<file path="src/rtl/mcpu_ram_master.sv">
// mcpu_ram_master: turns CPU load/store requests into we/re/addr/datawr sequences for the MCPU RAM
// controller, and runs a 1-per-cycle instruction fetch pipeline. Optional write read-back check: MCPU_RAM_WRITE_VERIFY_EN.
module mcpu_ram_master #(
  parameter int WORD_SIZE  = 8,
  parameter int ADDR_WIDTH = 8,
  parameter int RD_LATENCY = 1
) (
  input  logic                  clk,
  input  logic                  reset,
  input  logic                  req_valid,
  output logic                  req_ready,
  input  logic                  req_we,
  input  logic [ADDR_WIDTH-1:0] req_addr,
  input  logic [WORD_SIZE-1:0]  req_wdata,
  output logic                  rsp_valid,
  output logic [WORD_SIZE-1:0]  rsp_data,
  input  logic                  fetch_valid,
  input  logic [ADDR_WIDTH-1:0] fetch_addr,
  output logic                  fetch_rsp_valid,
  output logic [WORD_SIZE-1:0]  fetch_instr,
  output logic                  we,
  output logic                  re,
  output logic [ADDR_WIDTH-1:0] addr,
  output logic [WORD_SIZE-1:0]  datawr,
  input  logic [WORD_SIZE-1:0]  datard,
  output logic [ADDR_WIDTH-1:0] instraddr,
  input  logic [WORD_SIZE-1:0]  instrrd,
  output logic                  wr_err
);

  generate
    if (RD_LATENCY < 1 || RD_LATENCY > 15) begin : g_bad_latency
      $error("mcpu_ram_master: RD_LATENCY must be in 1..15");
    end
  endgenerate

  // Handshake: a request transfers on a rising edge where req_valid and req_ready are both 1;
  // the requester keeps req_valid and its payload stable until that edge. rsp_valid is a 1-cycle strobe.
  typedef enum logic [2:0] {
    S_IDLE   = 3'd0,
    S_WRITE  = 3'd1,
    S_READ   = 3'd2,
`ifdef MCPU_RAM_WRITE_VERIFY_EN
    S_VERIFY = 3'd3,
`endif
    S_RESP   = 3'd4
  } state_t;

  localparam logic [3:0] LAT_INIT = 4'(RD_LATENCY - 1);

  state_t                state_q, state_d;
  logic [3:0]            lat_cnt_q, lat_cnt_d;
  logic                  req_ready_q, req_ready_d;
  logic                  rsp_valid_q, rsp_valid_d;
  logic [WORD_SIZE-1:0]  rsp_data_q, rsp_data_d;
  logic                  we_q, we_d;
  logic                  re_q, re_d;
  logic [ADDR_WIDTH-1:0] addr_q, addr_d;
  logic [WORD_SIZE-1:0]  datawr_q, datawr_d;
  logic [ADDR_WIDTH-1:0] instraddr_q, instraddr_d;
  logic                  fetch_pend_q, fetch_pend_d;
  logic                  fetch_rsp_valid_q, fetch_rsp_valid_d;
  logic [WORD_SIZE-1:0]  fetch_instr_q, fetch_instr_d;
`ifdef MCPU_RAM_WRITE_VERIFY_EN
  logic                  wr_err_q, wr_err_d;
`endif

  always_comb begin
    state_d     = state_q;
    lat_cnt_d   = lat_cnt_q;
    req_ready_d = req_ready_q;
    rsp_valid_d = 1'b0;
    rsp_data_d  = rsp_data_q;
    we_d        = 1'b0;
    re_d        = 1'b0;
    addr_d      = addr_q;
    datawr_d    = datawr_q;
`ifdef MCPU_RAM_WRITE_VERIFY_EN
    wr_err_d    = wr_err_q;
`endif
    case (state_q)
      S_IDLE: begin
        req_ready_d = 1'b1;
        if (req_valid && req_ready_q) begin
          req_ready_d = 1'b0;
          addr_d      = req_addr;
          if (req_we) begin
            state_d  = S_WRITE;
            we_d     = 1'b1;
            datawr_d = req_wdata;
          end else begin
            state_d   = S_READ;
            re_d      = 1'b1;
            lat_cnt_d = LAT_INIT;
          end
        end
      end
      S_WRITE: begin
`ifdef MCPU_RAM_WRITE_VERIFY_EN
        state_d   = S_VERIFY;
        re_d      = 1'b1;
        lat_cnt_d = LAT_INIT;
`else
        // datawr_q still holds the store data, so it doubles as the response payload.
        state_d     = S_RESP;
        rsp_valid_d = 1'b1;
        rsp_data_d  = datawr_q;
`endif
      end
      S_READ: begin
        if (lat_cnt_q == 4'd0) begin
          state_d     = S_RESP;
          rsp_valid_d = 1'b1;
          rsp_data_d  = datard;
        end else begin
          re_d      = 1'b1;
          lat_cnt_d = lat_cnt_q - 4'd1;
        end
      end
`ifdef MCPU_RAM_WRITE_VERIFY_EN
      S_VERIFY: begin
        if (lat_cnt_q == 4'd0) begin
          state_d     = S_RESP;
          rsp_valid_d = 1'b1;
          rsp_data_d  = datard;
          if (datard != datawr_q) wr_err_d = 1'b1;
        end else begin
          re_d      = 1'b1;
          lat_cnt_d = lat_cnt_q - 4'd1;
        end
      end
`endif
      S_RESP: begin
        state_d     = S_IDLE;
        req_ready_d = 1'b1;
      end
      default: begin
        state_d     = S_IDLE;
        req_ready_d = 1'b1;
      end
    endcase
  end

  // Fetch path is independent of the data FSM: address stage, then data stage.
  always_comb begin
    instraddr_d       = fetch_valid ? fetch_addr : instraddr_q;
    fetch_pend_d      = fetch_valid;
    fetch_rsp_valid_d = fetch_pend_q;
    fetch_instr_d     = fetch_pend_q ? instrrd : fetch_instr_q;
  end

  always_ff @(posedge clk) begin
    if (reset) begin
      state_q           <= S_IDLE;
      lat_cnt_q         <= 4'd0;
      req_ready_q       <= 1'b1;
      rsp_valid_q       <= 1'b0;
      rsp_data_q        <= '0;
      we_q              <= 1'b0;
      re_q              <= 1'b0;
      addr_q            <= '0;
      datawr_q          <= '0;
      instraddr_q       <= '0;
      fetch_pend_q      <= 1'b0;
      fetch_rsp_valid_q <= 1'b0;
      fetch_instr_q     <= '0;
`ifdef MCPU_RAM_WRITE_VERIFY_EN
      wr_err_q          <= 1'b0;
`endif
    end else begin
      state_q           <= state_d;
      lat_cnt_q         <= lat_cnt_d;
      req_ready_q       <= req_ready_d;
      rsp_valid_q       <= rsp_valid_d;
      rsp_data_q        <= rsp_data_d;
      we_q              <= we_d;
      re_q              <= re_d;
      addr_q            <= addr_d;
      datawr_q          <= datawr_d;
      instraddr_q       <= instraddr_d;
      fetch_pend_q      <= fetch_pend_d;
      fetch_rsp_valid_q <= fetch_rsp_valid_d;
      fetch_instr_q     <= fetch_instr_d;
`ifdef MCPU_RAM_WRITE_VERIFY_EN
      wr_err_q          <= wr_err_d;
`endif
    end
  end

  assign req_ready       = req_ready_q;
  assign rsp_valid       = rsp_valid_q;
  assign rsp_data        = rsp_data_q;
  assign we              = we_q;
  assign re              = re_q;
  assign addr            = addr_q;
  assign datawr          = datawr_q;
  assign instraddr       = instraddr_q;
  assign fetch_rsp_valid = fetch_rsp_valid_q;
  assign fetch_instr     = fetch_instr_q;
`ifdef MCPU_RAM_WRITE_VERIFY_EN
  assign wr_err          = wr_err_q;
`else
  assign wr_err          = 1'b0;
`endif

endmodule

</file>
<file path="config.mk">
export PLATFORM = sky130hd
export DESIGN_NAME = mcpu_ram_master
export DESIGN_NICKNAME = d
export VERILOG_FILES = /design/src/rtl/mcpu_ram_master.sv
export SDC_FILE = /design/constraint.sdc
export NUM_CORES = 1
export LEC_CHECK = 0
export CAP_MARGIN = 10
export CELL_PAD_IN_SITES_DETAIL_PLACEMENT = 1
export CELL_PAD_IN_SITES_GLOBAL_PLACEMENT = 1
export CORE_MARGIN = 2
export CORE_UTILIZATION = 32
export CTS_BUF_LIST = sky130_fd_sc_hd__clkbuf_4 sky130_fd_sc_hd__clkbuf_8
export CTS_CLUSTER_DIAMETER = 40
export DETAILED_ROUTE_END_ITERATION = 16
export PLACE_DENSITY = 0.84
export REMOVE_ABC_BUFFERS = 1
export SLEW_MARGIN = 25
export SYNTH_ARGS = -nofsm -noshare
export SYNTH_HDL_FRONTEND = slang
export SYNTH_SLANG_ARGS = --single-unit
</file>
<file path="constraint.sdc">
create_clock -name clk -period 1.8 [get_ports clk]
set_input_delay 0.27 -clock clk [delete_from_list [all_inputs] [get_ports clk]]
set_output_delay 0.27 -clock clk [all_outputs]
set_load 0.02 [all_outputs]
</file>
Yosys cells after proc, flatten, opt, wreduce, memory -nomap -nowiden
Cells that the tools add are included.
W data, S select, Z words.
{ "totals": {"ff_bits": 53, "inputBits": 45, "out_inout_bits": 46, "wordCells": 53} }
{ "classes": {"n_addsub": 1, "eq_ne": 6, "n_mux": 19, "bitwise": 2, "n_reduce_logical": 12} }
{ "op_table": {"columns": ["op", "count"], "rows": [
  ["$pmux W8 S2", 1],
  ["$mux W4", 3],
  ["$pmux W3 S3", 1],
  ["$mux W8", 1],
  ["$ne A2 B2 Y1 const B", 4],
  ["$pmux W4 S2", 1],
  ["$mux W1", 6],
  ["$mux W3", 2],
  ["$pmux W1 S2", 3],
  ["$reduce_and A2 Y1", 3],
  ["$logic_not A4 Y1", 1],
  ["$reduce_and A4 Y1", 1],
  ["$reduce_bool A2 Y1", 2],
  ["$sub A4 B1 Y4 const B", 1],
  ["$eq A3 B1 Y1 const B", 1],
  ["$eq A3 B2 Y1 const B", 1],
  ["$logic_not A3 Y1", 1],
  ["$reduce_and A3 Y1", 1],
  ["$reduce_or A3 Y1", 1],
  ["$mux W2", 1],
  ["$not A1 Y1", 2],
  ["$reduce_or A2 Y1", 1],
  ["$logic_and A1 B1 Y1", 1]
]} }

Depth between registers and ports, before layout
{ "depth": {"depth_word": 3, "depth_mapped": 6, "ltp_nobuf": 5} }

Least setup slack after synthesis
No wires, ideal clock.
{ "synth_timing": {"kind": "reg2reg", "start": "reg state_q[0]", "end": "reg datawr_q[0] (netlist: datawr[0])", "setup_ns": 0.132, "t_arrival_ns": 1.260, "required_time_ns": 1.668, "slack_ns": 0.407, "path_stages_with_launch": 6, "n_path_buf": 2, "period_less_slack_ns": 1.393, "cell_sequence": "dfxtp_1 > buf_2 > or3b_4 > buf_6 > o31ai_1 > a21oi_1"} }
{ "synth_between": {"elab_chain_len": 2} }
{ "synth_lines": {"columns": ["element", "line_no", "source"], "rows": [
  ["from (decl)", "51", "state_t state_q, state_d;"],
  ["from (signal assigned)", "171", "state_q <= state_d;"],
  ["$logic_not A3 Y1", "81", "case (state_q)"],
  ["$reduce_and A3 Y1 (no source line)", null, null],
  ["to (signal assigned)", "179", "datawr_q <= datawr_d;"],
  ["to (decl)", "59", "logic [WORD_SIZE-1:0] datawr_q, datawr_d;"]
]} }
Every way passes these cells.
A chain may end at the register's enable or synchronous reset.

Worst setup path in the final report
{ "layout_timing": {"start": "reg req_ready_q (netlist: req_ready)", "end": "out req_ready"} }
{ "layout_rtl": {"columns": ["element", "line_no", "source"], "rows": [
  ["from (decl)", "53", "logic req_ready_q, req_ready_d;"],
  ["from (signal assigned)", "173", "req_ready_q <= req_ready_d;"],
  ["to (decl)", "11", "output logic req_ready,"]
]} }
No word-level cell between the ends.

==> metrics.cfg <==
[sta]
maxSlewViolCount = 0
rsz0062_at_grt = no
setup_viol = 0
finalCritPeriodShare = 0.955
layout_min_cycle_time_ns = 1.72
worst_slack_ns = 0.0805
holdWs_ns = 0.337
max_slew_margin = 0.573
clock_skew_ns = 0.00485
worst_pin_slew_ns = 0.640
hold_violations = 0
max_freq_mhz = 582

[floorplan]
start_util = 0.329
ios = 91
die_area_um2 = 7620
rows = 30
die_y_um = 87.3
die_x_um = 87.3
core_area_um2 = 6760

[setup_path]
required_ns = 1.53
cp_cell_sequence = clkdlybuf4s50_1
r2r_end = rsp_data[2]$_SDFFE_PP0P_
max_stage_delay_ns = 0.66
critPathLaunchType = register
crit_fanout = 7
crit_buf_inv = 1
cp-end-kind = primary output
reg2reg_from = lat_cnt_q[0]$_SDFFE_PP0P_
criticalPathCategory = register to primary output
cpLargestDelayFamily = buffers and inverters
arrival_ns = 1.45
ff2ff_setup_slack_ns = 0.21
critPathSlowestCell = clkdlybuf4s50_1
worstRegToRegCells = 5

[min_path]
hold_path_depth = 2
hold_class = input pin to register
hold_end = instraddr[1]$_SDFFE_PP0P_
min-delay-start = reset

[logic_synthesis]
synth.area.top_cells = dfxtp_1 48%, mux2i_1 11%, a211oi_1 5.4%
ys_seq_area_frac = 0.478
yosysTopAreaCell = dfxtp_1
yosysTopAreaCellShare = 0.478
yosys_most_used_dff = dfxtp_1
syn_avg_cell_area_um2 = 9.83
synth_commonest_cells = 53 x dfxtp_1, 24 x mux2i_1, 17 x a21oi_1
syn_inst = 226
ys_warn_count = 0
synthArstFlopShare = 0
syn_area_um2 = 2220
yosysMostFrequentCell = dfxtp_1
synth-edff-count = 0
synthDistinctLibCells = 37
ys_ff_latch = 53

[clock_tree]
numCtsBuffers = 5
cts_tree = built
cts_resized = 0
post_cts_buffers = 0
h-tree-depth = 2
clkLatencyLatePin_ns = 0.31
clock-sinks = 53
clockBufferDepth = 2
cts-root-buf = clkbuf_8
clk_pin_slew_ns = 0.09
ctsHoldBuffers = 0

[power_and_ir_drop]
p_sw_mw = 0.741
cell_internal_pwr_mw = 2.02
p_total_mw = 2.76
cellLeakagePower_nw = 1.19
p_seq_frac = 0.472
clkPwrFrac = 0.313
pwr-share-comb = 0.215
p_per_area_nw_per_um2 = 835
switching_share = 0.268
vdd_drop_max_mv = 0.379

[detailed_routing]
firstDrtPassIters = 4
routedWlPerCell_um = 16.9
route.final.wire_length_mm = 6.58
vias = 2049
ant_nets = 0
route.detailed.drc = 0
first_iter_violations = 57
vias_per_cell = 5.25

[grt]
grt_pass1_wl_mm = 10.4
grt_pass1_vias = 2101
antenna_found_initial = 0
met2_usage = 0.293
met1_usage = 0.225
grt_max_degree = 21
grt_use_met3 = 0.0360
grt_overflow = 0
grt-busiest-layer = met2
grtUsageTotal = 0.176

[placement]
io_buffers = 89
dp_slack_ns = -0.00788
gp_congestion = 0.710
dp_hpwl_mm = 4.77
placed_area_um2 = 3180

[layout]
area_growth_syn_to_layout_pct = 48.8
num-nets-final = 356
drive_gt1_frac = 0.0903
diodes = 0
finish.utilization = 0.489
fin_area_um2 = 3300

[job]
max-cap-violations = 0

[outcome]
outcome = finished clean

state kept, by name (all words and copies together), names as in the netlist, 3 cells and up:
name and count:
instraddr 8, lat_cnt_q 4, fetch_instr 8, state_q 3
addr 8, rsp_data 8, datawr 8
metrics by stage:
step / instances / setup TNS [ns]
2_1_floorplan: 202 / 0
3_3_place_gp: 382 / 0
3_5_place_dp: 382 / -0.0124
4_1_cts: 390 / 0
5_1_grt: 390 / 0
6_report: 390 / 0
cell type report:
| cell class | instances | area [um^2] |
|---|---|---|
| inverter | 3 | 11.3 |
| timing repair buffer | 100 | 981 |
| fill | 766 | 3450 |
| sequential | 53 | 1060 |
| clock inverter | 1 | 30.0 |
| clock buffer | 7 | 90.1 |
| multi-input combinational | 146 | 1030 |
| tap | 80 | 100 |
metal layers:
metal  routed length [um]  vias up  share of wire
met5                    0        -              0
met4                  121        0          0.018
met3                  241        7          0.037
met2                 3290       58           0.50
met1                 2920      989           0.44
li1                     -      995              -
cell usage in the layout (no fill, tap or decap), types with 2 or more instances in the layout:
cell type,n
a211oi_1,16
a31oi_1,2
nor3b_2,2
nor4_1,5
clkbuf_8,6
clkdlybuf4s50_1,88
or3b_2,2
mux2i_1,24
or3b_4,2
dfxtp_1,53
o221ai_1,2
nor2_1,16
buf_4,10
o21ai_0,8
nor2b_1,6
nand3_1,9
a21oi_1,17
o31ai_1,10
ha_1,2
or4_1,2
inv_1,2
nand4_1,8
power groups by stage:
| stage | clock (mW) | combinational (mW) | sequential (mW) |
|---|---|---|---|
| 2_1_floorplan | 0 | 0.180 | 1.40 |
| 3_3_place_gp | 0 | 0.586 | 1.33 |
| 3_5_place_dp | 0 | 0.598 | 1.33 |
| 4_1_cts | 0.882 | 0.600 | 1.30 |
| 5_1_grt | 0.932 | 0.640 | 1.31 |
| 6_report | 0.864 | 0.594 | 1.30 |
worst max-delay path by stage:
stage                             from                       end  slack, ns  cells past startpoint
6_report        req_ready$_SDFFE_PP1N_                 req_ready       0.08                      1
5_1_grt         req_ready$_SDFFE_PP1N_                 req_ready       0.02                      1
4_1_cts         req_ready$_SDFFE_PP1N_                 req_ready       0.08                      1
3_5_place_dp                 req_valid    req_ready$_SDFFE_PP1N_     -0.008                      3
3_3_place_gp                 req_valid    req_ready$_SDFFE_PP1N_       0.01                      3
2_1_floorplan  state_q[1]$_SDFFE_PP0P_  rsp_data[0]$_SDFFE_PP0P_       0.07                      3
logic make-up after synthesis:
family	count (synthesis)	synth area share
adder cells (fa/ha/maj)	2	0.0113
buffers and inverters	27	0.0608
AND/OR/NAND/NOR	60	0.167
AO/OA/AOI/OAI	59	0.173
multiplexers	24	0.108
other	1	0.00169
flip-flops	53	0.478
Note: power is estimated with default switching activity, not from simulation.
